[src/rtl/npu_dispatch.sv]
// npu_dispatch: host-programmed command dispatcher for a bank of systolic cores.
// The host stages a descriptor {A, W, O, DIM} through the register file and pushes
// it into a command FIFO. While run is set, the head command goes to the
// lowest-index idle core, at most one per cycle.
// Optional feature: define NPU_DISPATCH_IRQ_EN to enable the completion interrupt.
// Without it, irq_o stays 0, STATUS[11] reads 0, and CLR bit0 has no effect.
//
// Per-core state (one bit per core)
//   state | meaning
//   IDLE  | core free, eligible for dispatch; done pulses ignored
//   BUSY  | start issued, waiting for core_done_i[k]
module npu_dispatch #(
    parameter int DWidth     = 32,
    parameter int ADDR_WIDTH = 32,
    parameter int NUM_CORES  = 2,
    parameter int CMD_DEPTH  = 8
) (
    input  logic                            clk_i,
    input  logic                            rst_i,
    input  logic                            cen_i,
    input  logic                            wen_i,
    input  logic [DWidth-1:0]               addr_i,
    input  logic [DWidth-1:0]               wdata_i,
    output logic [DWidth-1:0]               rdata_o,
    output logic [NUM_CORES-1:0]            core_start_o,
    input  logic [NUM_CORES-1:0]            core_done_i,
    output logic [NUM_CORES*ADDR_WIDTH-1:0] core_a_base_o,
    output logic [NUM_CORES*ADDR_WIDTH-1:0] core_w_base_o,
    output logic [NUM_CORES*ADDR_WIDTH-1:0] core_o_base_o,
    output logic [NUM_CORES*17-1:0]         core_dim_o,
    output logic                            irq_o
);

    localparam logic [0:0] ST_IDLE = 1'b0;
    localparam logic [0:0] ST_BUSY = 1'b1;

    localparam int PtrW = $clog2(CMD_DEPTH);
    localparam int CntW = PtrW + 1;
    localparam int EntW = 3 * ADDR_WIDTH + 17;

    // Staging and control registers
    logic [ADDR_WIDTH-1:0] r_a_base;
    logic [ADDR_WIDTH-1:0] r_w_base;
    logic [ADDR_WIDTH-1:0] r_o_base;
    logic [16:0]           r_dim;
    logic                  r_run;
    logic [31:0]           r_done_cnt;
    logic                  r_overflow;

    // Command FIFO
    logic [EntW-1:0]       r_mem [CMD_DEPTH];
    logic [PtrW-1:0]       r_wptr;
    logic [PtrW-1:0]       r_rptr;
    logic [CntW-1:0]       r_count;

    // Per-core state and descriptor outputs
    logic [NUM_CORES-1:0]            r_core_st;
    logic [NUM_CORES-1:0]            r_start;
    logic [NUM_CORES*ADDR_WIDTH-1:0] r_core_a;
    logic [NUM_CORES*ADDR_WIDTH-1:0] r_core_w;
    logic [NUM_CORES*ADDR_WIDTH-1:0] r_core_o;
    logic [NUM_CORES*17-1:0]         r_core_dim;
    logic [DWidth-1:0]               r_rdata;

    logic [3:0]            w_idx;
    logic                  w_wr;
    logic                  w_rd;
    logic                  w_push;
    logic                  w_push_ok;
    logic                  w_clr;
    logic                  w_full;
    logic                  w_empty;
    logic [EntW-1:0]       w_head;
    logic [ADDR_WIDTH-1:0] w_head_a;
    logic [ADDR_WIDTH-1:0] w_head_w;
    logic [ADDR_WIDTH-1:0] w_head_o;
    logic [16:0]           w_head_dim;
    logic [NUM_CORES-1:0]  w_grant;
    logic                  w_disp;
    logic [NUM_CORES-1:0]  w_done_vld;
    logic [4:0]            w_done_num;
    logic                  w_irq_pend;
    logic [31:0]           w_status;
    logic [DWidth-1:0]     w_rdata;
    logic                  w_unused;

    assign w_idx     = addr_i[5:2];
    assign w_wr      = cen_i & wen_i;
    assign w_rd      = cen_i & ~wen_i;
    assign w_push    = w_wr && (w_idx == 4'd4);
    assign w_clr     = w_wr && (w_idx == 4'd8);
    assign w_full    = (r_count == CntW'(CMD_DEPTH));
    assign w_empty   = (r_count == '0);
    // Full is judged before any same-cycle pop, so a push into a full FIFO is dropped.
    assign w_push_ok = w_push && !w_full;
    assign w_unused  = ^{addr_i[DWidth-1:6], addr_i[1:0]};

    assign w_head     = r_mem[r_rptr];
    assign w_head_a   = w_head[EntW-1 -: ADDR_WIDTH];
    assign w_head_w   = w_head[EntW-ADDR_WIDTH-1 -: ADDR_WIDTH];
    assign w_head_o   = w_head[EntW-2*ADDR_WIDTH-1 -: ADDR_WIDTH];
    assign w_head_dim = w_head[16:0];

    // Pick the lowest-index idle core, and qualify done pulses against BUSY cores.
    always_comb begin
        w_grant    = '0;
        w_done_vld = '0;
        w_done_num = '0;
        for (int k = NUM_CORES - 1; k >= 0; k--) begin
            if (r_core_st[k] == ST_IDLE) begin
                w_grant = '0;
                w_grant[k] = 1'b1;
            end
        end
        for (int k = 0; k < NUM_CORES; k++) begin
            w_done_vld[k] = core_done_i[k] && (r_core_st[k] == ST_BUSY);
            w_done_num    = w_done_num + 5'(w_done_vld[k]);
        end
    end

    assign w_disp = r_run && !w_empty && (|w_grant);

    // Staging registers, run bit, completion counter.
    always_ff @(posedge clk_i or posedge rst_i) begin
        if (rst_i) begin
            r_a_base   <= '0;
            r_w_base   <= '0;
            r_o_base   <= '0;
            r_dim      <= '0;
            r_run      <= 1'b0;
            r_done_cnt <= '0;
        end else begin
            if (w_wr) begin
                case (w_idx)
                    4'd0:    r_a_base <= ADDR_WIDTH'(wdata_i);
                    4'd1:    r_w_base <= ADDR_WIDTH'(wdata_i);
                    4'd2:    r_o_base <= ADDR_WIDTH'(wdata_i);
                    4'd3:    r_dim    <= wdata_i[16:0];
                    4'd7:    r_run    <= wdata_i[0];
                    default: ;
                endcase
            end
            r_done_cnt <= r_done_cnt + 32'(w_done_num);
        end
    end

    // FIFO storage; no reset needed since the pointers define validity.
    always_ff @(posedge clk_i) begin
        if (w_push_ok) begin
            r_mem[r_wptr] <= {r_a_base, r_w_base, r_o_base, r_dim};
        end
    end

    // FIFO pointers, occupancy and sticky overflow.
    always_ff @(posedge clk_i or posedge rst_i) begin
        if (rst_i) begin
            r_wptr     <= '0;
            r_rptr     <= '0;
            r_count    <= '0;
            r_overflow <= 1'b0;
        end else begin
            if (w_push_ok) begin
                r_wptr <= r_wptr + PtrW'(1);
            end
            if (w_disp) begin
                r_rptr <= r_rptr + PtrW'(1);
            end
            case ({w_push_ok, w_disp})
                2'b10:   r_count <= r_count + CntW'(1);
                2'b01:   r_count <= r_count - CntW'(1);
                default: ;
            endcase
            if (w_push && w_full) begin
                r_overflow <= 1'b1;
            end else if (w_clr && wdata_i[1]) begin
                r_overflow <= 1'b0;
            end
        end
    end

    // Core state, registered start pulse and descriptor latch on dispatch.
    always_ff @(posedge clk_i or posedge rst_i) begin
        if (rst_i) begin
            r_core_st  <= '0;
            r_start    <= '0;
            r_core_a   <= '0;
            r_core_w   <= '0;
            r_core_o   <= '0;
            r_core_dim <= '0;
        end else begin
            r_start <= '0;
            for (int k = 0; k < NUM_CORES; k++) begin
                if (w_done_vld[k]) begin
                    r_core_st[k] <= ST_IDLE;
                end
                if (w_disp && w_grant[k]) begin
                    r_core_st[k]                           <= ST_BUSY;
                    r_start[k]                             <= 1'b1;
                    r_core_a[k*ADDR_WIDTH +: ADDR_WIDTH]   <= w_head_a;
                    r_core_w[k*ADDR_WIDTH +: ADDR_WIDTH]   <= w_head_w;
                    r_core_o[k*ADDR_WIDTH +: ADDR_WIDTH]   <= w_head_o;
                    r_core_dim[k*17 +: 17]                 <= w_head_dim;
                end
            end
        end
    end

`ifdef NPU_DISPATCH_IRQ_EN
    logic r_irq_pend;

    // Interrupt pending: any valid done sets it, CLR bit0 clears it, set wins.
    always_ff @(posedge clk_i or posedge rst_i) begin
        if (rst_i) begin
            r_irq_pend <= 1'b0;
        end else if (|w_done_vld) begin
            r_irq_pend <= 1'b1;
        end else if (w_clr && wdata_i[0]) begin
            r_irq_pend <= 1'b0;
        end
    end

    assign w_irq_pend = r_irq_pend;
`else
    assign w_irq_pend = 1'b0;
`endif

    // STATUS word assembly.
    always_comb begin
        w_status                   = '0;
        w_status[7:0]              = 8'(r_count);
        w_status[8]                = w_full;
        w_status[9]                = w_empty;
        w_status[10]               = r_overflow;
        w_status[11]               = w_irq_pend;
        w_status[16 +: NUM_CORES]  = r_core_st;
    end

    // Read mux; unmapped and write-only words return 0.
    always_comb begin
        w_rdata = '0;
        case (w_idx)
            4'd0:    w_rdata = DWidth'(r_a_base);
            4'd1:    w_rdata = DWidth'(r_w_base);
            4'd2:    w_rdata = DWidth'(r_o_base);
            4'd3:    w_rdata = DWidth'(r_dim);
            4'd5:    w_rdata = DWidth'(w_status);
            4'd6:    w_rdata = DWidth'(r_done_cnt);
            4'd7:    w_rdata = DWidth'(r_run);
            default: w_rdata = '0;
        endcase
    end

    // Registered read data, held between reads.
    always_ff @(posedge clk_i or posedge rst_i) begin
        if (rst_i) begin
            r_rdata <= '0;
        end else if (w_rd) begin
            r_rdata <= w_rdata;
        end
    end

    assign rdata_o       = r_rdata;
    assign core_start_o  = r_start;
    assign core_a_base_o = r_core_a;
    assign core_w_base_o = r_core_w;
    assign core_o_base_o = r_core_o;
    assign core_dim_o    = r_core_dim;
    assign irq_o         = w_irq_pend;

endmodule

[config.mk]
export PLATFORM = sky130hd
export DESIGN_NAME = npu_dispatch
export DESIGN_NICKNAME = d
export VERILOG_FILES = /design/src/rtl/npu_dispatch.sv
export SDC_FILE = /design/constraint.sdc
export NUM_CORES = 1
export LEC_CHECK = 0
export CAP_MARGIN = 25
export CORE_MARGIN = 2
export CORE_UTILIZATION = 40
export CTS_BUF_LIST = sky130_fd_sc_hd__clkbuf_4 sky130_fd_sc_hd__clkbuf_8 sky130_fd_sc_hd__clkbuf_16
export DETAILED_ROUTE_END_ITERATION = 10
export HOLD_SLACK_MARGIN = 0.02
export PLACE_DENSITY_LB_ADDON = 0.08
export SYNTH_ARGS = -nofsm -noshare
export SYNTH_HDL_FRONTEND = slang
export SYNTH_SLANG_ARGS = --single-unit
[constraint.sdc]
create_clock -name clk_i -period 29.2 [get_ports clk_i]
set_clock_uncertainty 0.2 [all_clocks]
set_input_delay 5.84 -clock clk_i [delete_from_list [all_inputs] [get_ports clk_i]]
set_output_delay 5.84 -clock clk_i [all_outputs]
set_load 0.02 [all_outputs]
# --- After elaboration in Yosys (flattened, before gate mapping) ---
# Memory sizes are Yosys's and may differ from the RTL's.
# Index checks and enable logic that the tools add are counted.
op_classes:
  n_reduce_logical: 25
  n_eq_ne: 11
  bitwise: 3
  muxes: 14
  n_addsub: 6
ops:
  columns: ["op", "count"]
  rows:
  - ["one-hot mux 32 bit (7 select lines)", 1]
  - ["adder 32 x 2 -> 32 bit", 1]
  - ["== test 4 x 3 -> 1 bit (second input constant)", 4]
  - ["logical AND 1 bit", 11]
  - ["2-to-1 mux 1 bit", 10]
  - ["AND reduction 2 bit", 5]
  - ["== test 4 x 2 -> 1 bit (second input constant)", 2]
  - ["== test 4 bit (second input constant)", 2]
  - ["logical NOT 4 bit", 2]
  - ["one-hot mux 4 bit (2 select lines)", 1]
  - ["nonzero test 2 bit", 4]
  - ["adder 3 x 1 -> 3 bit (second input constant)", 2]
  - ["adder 4 x 1 -> 4 bit (second input constant)", 1]
  - ["== test 4 x 1 -> 1 bit (second input constant)", 1]
  - ["2-to-1 mux 2 bit", 2]
  - ["subtractor 4 x 1 -> 4 bit (second input constant)", 1]
  - ["adder 1 x 1 -> 2 bit", 1]
  - ["bitwise AND 1 bit", 2]
  - ["== test 2 x 1 -> 1 bit (second input constant)", 1]
  - ["== test 2 bit (second input constant)", 1]
  - ["logical NOT 1 bit", 2]
  - ["OR reduction 2 bit", 1]
  - ["NOT 1 bit", 1]
word_totals:
  memories: 1
  elab_cells: 82
  in_bits: 70
  regBits: 419
  mem_bits_rw: 904
mem_list:
  columns: ["memory", "words", "word_bits", "rd", "rd_clocked_by_memory_dff", "wr", "line_no", "text"]
  rows:
  - ["r_mem", 8, 113, 1, 0, 1, "51", "logic [EntW-1:0] r_mem [CMD_DEPTH];"]

# --- Logic depth before layout (Yosys ltp) ---
depth:
  ltp_word: 6
  ltp_mapped: 11
  depth_no_buf: 10

# --- Worst setup path after synthesis ---
# No wires, ideal clock.
synth_timing:
  path_kind: "input port to flip-flop"
  start: "input port addr_i[3]"
  end: "memory r_mem[0][0] (netlist name), enable pin"
  arrival_time_ps: 14561
  cell_stages: 5
  path_buffers: 1
  setup_ps: 723
  path_slack_ps: 13715
  path_cell_list: "clkbuf_1 -> or2_2 -> nor4_2 -> nand2b_1 -> nor3_1"
synth_via:
  elab_chain_len: 5
synth_rtl:
  columns: ["item", "line_no", "text"]
  rows:
  - ["from (decl)", "22", "input logic [DWidth-1:0] addr_i,"]
  - ["== test 4 x 3 -> 1 bit", "90", "assign w_push = w_wr && (w_idx == 4'd4);"]
  - ["logical AND 1 bit", "90", null]
  - ["logical AND 1 bit", "95", "assign w_push_ok = w_push && !w_full;"]
  - ["2-to-1 mux 1 bit", "149", "if (w_push_ok) begin"]
  - ["2-to-1 mux 1 bit (not written as such)", "150", "r_mem[r_wptr] <= {r_a_base, r_w_base, r_o_base, r_dim};"]
  - ["to (decl)", "51", null]
# Every way passes these cells.

# --- Worst setup path in the final report ---
layout_timing:
  start: "input port addr_i[2]"
  end: "memory r_mem[0][70] (netlist name), enable pin"
# Same word-level chain as after synthesis.

==> results by group <==
Run status
  – Status: complete, no violations

Setup path
  – Reg-to-Reg End: core_a_base_o[17]
  – Data required, critical path: 29370 ps
  – R2R Path Start: r_rptr[0]
  – CP Launch Type: input pin
  – R2R depth: 4
  – Crit path DAT: 9640 ps
  – Setup CP Type: input pin to register
  – Max FO, Critical Path: 40
  – Reg2Reg Setup Slack: 25040 ps
  – Setup crit end kind: register

STA
  – FMAX: 106 MHz
  – RSZ-0062 raised after global routing: false
  – Final Hold Fails: 0
  – Final setup viols: 0
  – Post-layout min period: 9480 ps
  – Slew headroom: 0.158
  – Tcrit/Tclk final: 0.324
  – Worst-Margin Slew: 1260 ps
  – Setup_tns: 0 ps
  – Final max-slew violation count: 0
  – Setup ws final: 19720 ps

Place
  – GP Congestion: 0.782
  – Final HPWL DP: 75600 um
  – Port buffer count: 301
  – Setup slack at placement: 18920 ps
  – Placed cell area: 55000 um^2

Logic synthesis
  – Main combinational cell family by area after synthesis: multiplexers
  – Post-synth cell types: 53
  – Asr flop ratio synth: 0.317
  – Synth warnings: 0
  – Top cell type's share of synthesized area: 0.543
  – Synthesized net count: 2780
  – Xor and xnor fraction of the mapped netlist area: 0.00666
  – Cell accounting for the most synthesized area: edfxtp_1
  – Post-Synthesis Cells: 2703
  – Post-synthesis sequential area ratio: 0.753
  – Mean Syn Cell Area: 18.5 um^2
  – Post-synth EDFFs: 904
  – Mapped Area: 50000 um^2
  – Synth Flop Type: edfxtp_1
  – Post-synthesis register bit count: 1323
  – Synth area leaders: edfxtp_1 (54%), dfrtp_1 (21%), mux4_2 (10%), mux2_2 (2.5%), a21oi_1 (2.4%)
  – Post-synthesis compound-gate area fraction: 0.0416
  – Post-Synth Adder-Cell Area: 0.00190
  – Mux share of post-synthesis cell area: 0.151
  – Post-Synth Simple-Gate Area: 0.0321

Min path
  – Min-Delay Path Class: register to register
  – Hold worst-path end: rdata_o[12]
  – Hold_sp: rdata_o[12]
  – Hold Path Depth: 1

Clock tree
  – Inserted Clock Buffers: 143
  – Skew-Pair Late Insertion Delay: 760 ps
  – CTS tree: yes
  – CTS Root Cell: clkbuf_16
  – # H-tree levels: 4
  – Cts hold-fix bufs: 0
  – Postcts setup bufs: 0
  – Worst-path clk slew: 60 ps
  – TritonCTS Sinks: 1323
  – # resized after CTS: 0
  – Maximum clock path buffer count: 3

Drt
  – Via density: 5.43
  – Final WL: 128000 um
  – Antenna Nets Post-Route: 0
  – Wire per inst: 26.7 um
  – DR pass1 iterations: 6
  – DRC: 0
  – Total vias in the final route: 26079
  – Drt initial violations: 2144

Finish
  – Final core utilization: 0.483
  – Design area: 59800 um^2
  – Final nets: 3120
  – Layout Area Growth over Synthesis: 19.7%
  – Layout cell share with drive strength beyond 1: 0.211
  – Fill cell count: 10314

Die
  – Effective utilization at floorplan: 0.404
  – Die width: 358 um
  – Die area: 128000 um^2
  – Die Y: 358 um
  – Placeable Area: 124000 um^2
  – Number of I/O pins: 331
  – Site Rows: 129

GRT
  – Vias in the first global route: 27307
  – Global-route wire length before repair: 186000 um
  – Gr usage total: 0.202
  – Initial antenna violation count: 6
  – Total grt overflow: 0
  – Largest net degree at the start of global routing: 114

Pwr
  – LEAKAGE: 21.3 nW
  – P per Cell Area: 98.9 nW/um^2
  – VDD IR max: 0.0729 mV

Run
  – Max Cap Viol: 0
[area by class of cell]
| cell class | instances | area, um^2 | area share |
|---|---|---|---|
| diodes | 4 | 10.0 | 0.000167 |
| clock buffers | 204 | 4230 | 0.0707 |
| clock inverters | 56 | 546 | 0.00912 |
| inverters | 3 | 18.8 | 0.000314 |
| multi-input cells | 1218 | 11800 | 0.197 |
| flip-flops and latches | 1323 | 37600 | 0.629 |
| well taps | 1637 | 2050 | 0.0342 |
| repair buffers | 354 | 3540 | 0.0592 |
[kinds of logic after synthesis]
group	after synthesis
muxes	459
DFF	1323
buffers and inverters	162
AOI/OAI and AO/OA	355
xor gates and xnor gates	38
adders and majority gates	7
other	1
and+or+nand+nor	358
[stage by stage]
stage | cells | hold WS [ps] | power [mW]
floorplan | 2703 | 242 | 3.48
global placement | 4530 | 271 | 4.14
detailed placement | 4531 | 276 | 4.18
CTS | 4791 | 288 | 6.01
global route | 4796 | 304 | 6.20
finish | 4799 | 282 | 5.92
[routing by layer]
layer  vias up  global-route usage  wire [um]
li1      11291                   -          -
met1     13940               0.277      56400
met2       657               0.325      61800
met3       187              0.0376       6200
met4         4              0.0697       3690
met5         -                   0         28
[where the power goes]
group / internal [mW] / switching (mW)
clock: 1.09 / 0.723
combinational: 0.750 / 0.819
sequential: 2.28 / 0.264
[worst max-delay path: stages]
cell             delay [ps]
clkdlybuf4s50_1         800
or2_2                   500
nor4_2                  490
nand2b_1                340
nor3_2                  220
buf_4                   710
buf_4                   660
[cells in the final DEF, fill, tap and decap left out, types with 18 or more instances in the layout]
| cell type | count |
|---|---|
| a21oi_1 | 239 |
| a22oi_1 | 26 |
| buf_4 | 44 |
| clkbuf_16 | 148 |
| clkbuf_4 | 39 |
| clkdlybuf4s50_1 | 301 |
| clkinv_1 | 18 |
| dfrtp_1 | 416 |
| edfxtp_1 | 904 |
| mux2_2 | 113 |
| mux2i_1 | 117 |
| mux4_2 | 226 |
| nand2_1 | 38 |
| nor2_1 | 232 |
| o21ai_0 | 22 |
| xnor2_1 | 21 |
[worst max path at each step]
stage,start,endpoint,slack [ps],cells after the start
2_1_floorplan,rst_i,core_a_base_o[0],11500,1
3_3_place_gp,addr_i[2],r_mem[2][10],18990,6
3_5_place_dp,addr_i[2],r_mem[0][72],18920,7
4_1_cts,addr_i[2],r_mem[0][70],19720,7
5_1_grt,addr_i[2],r_mem[0][70],19480,7
6_report,addr_i[2],r_mem[0][70],19720,7
[synthesized netlist by cell type, drive strengths merged (14+ instances only)]
| master | n |
|---|---|
| o21ai | 22 |
| xnor2 | 21 |
| a21o | 17 |
| dfrtp | 419 |
| edfxtp | 904 |
| a221oi | 14 |
| nand3 | 15 |
| xor2 | 17 |
| a22o | 14 |
| mux2i | 117 |
| a22oi | 26 |
| nor2 | 239 |
| mux4 | 226 |
| nand2 | 38 |
| a21oi | 239 |
| mux2 | 116 |
| clkbuf | 93 |
| buf | 66 |
[state kept, by name (all words and copies together), names as in the netlist]
signal and flops:
core_a_base_o 64, core_dim_o 34, core_o_base_o 64, core_start_o 2
core_w_base_o 64, r_a_base 32, r_core_st 2, r_count 4
r_dim 17, r_done_cnt 32, r_mem 904, r_o_base 32
r_overflow 1, r_rptr 3, r_run 1, r_w_base 32
r_wptr 3, rdata_o 32
(Power assumes the default switching activity.)
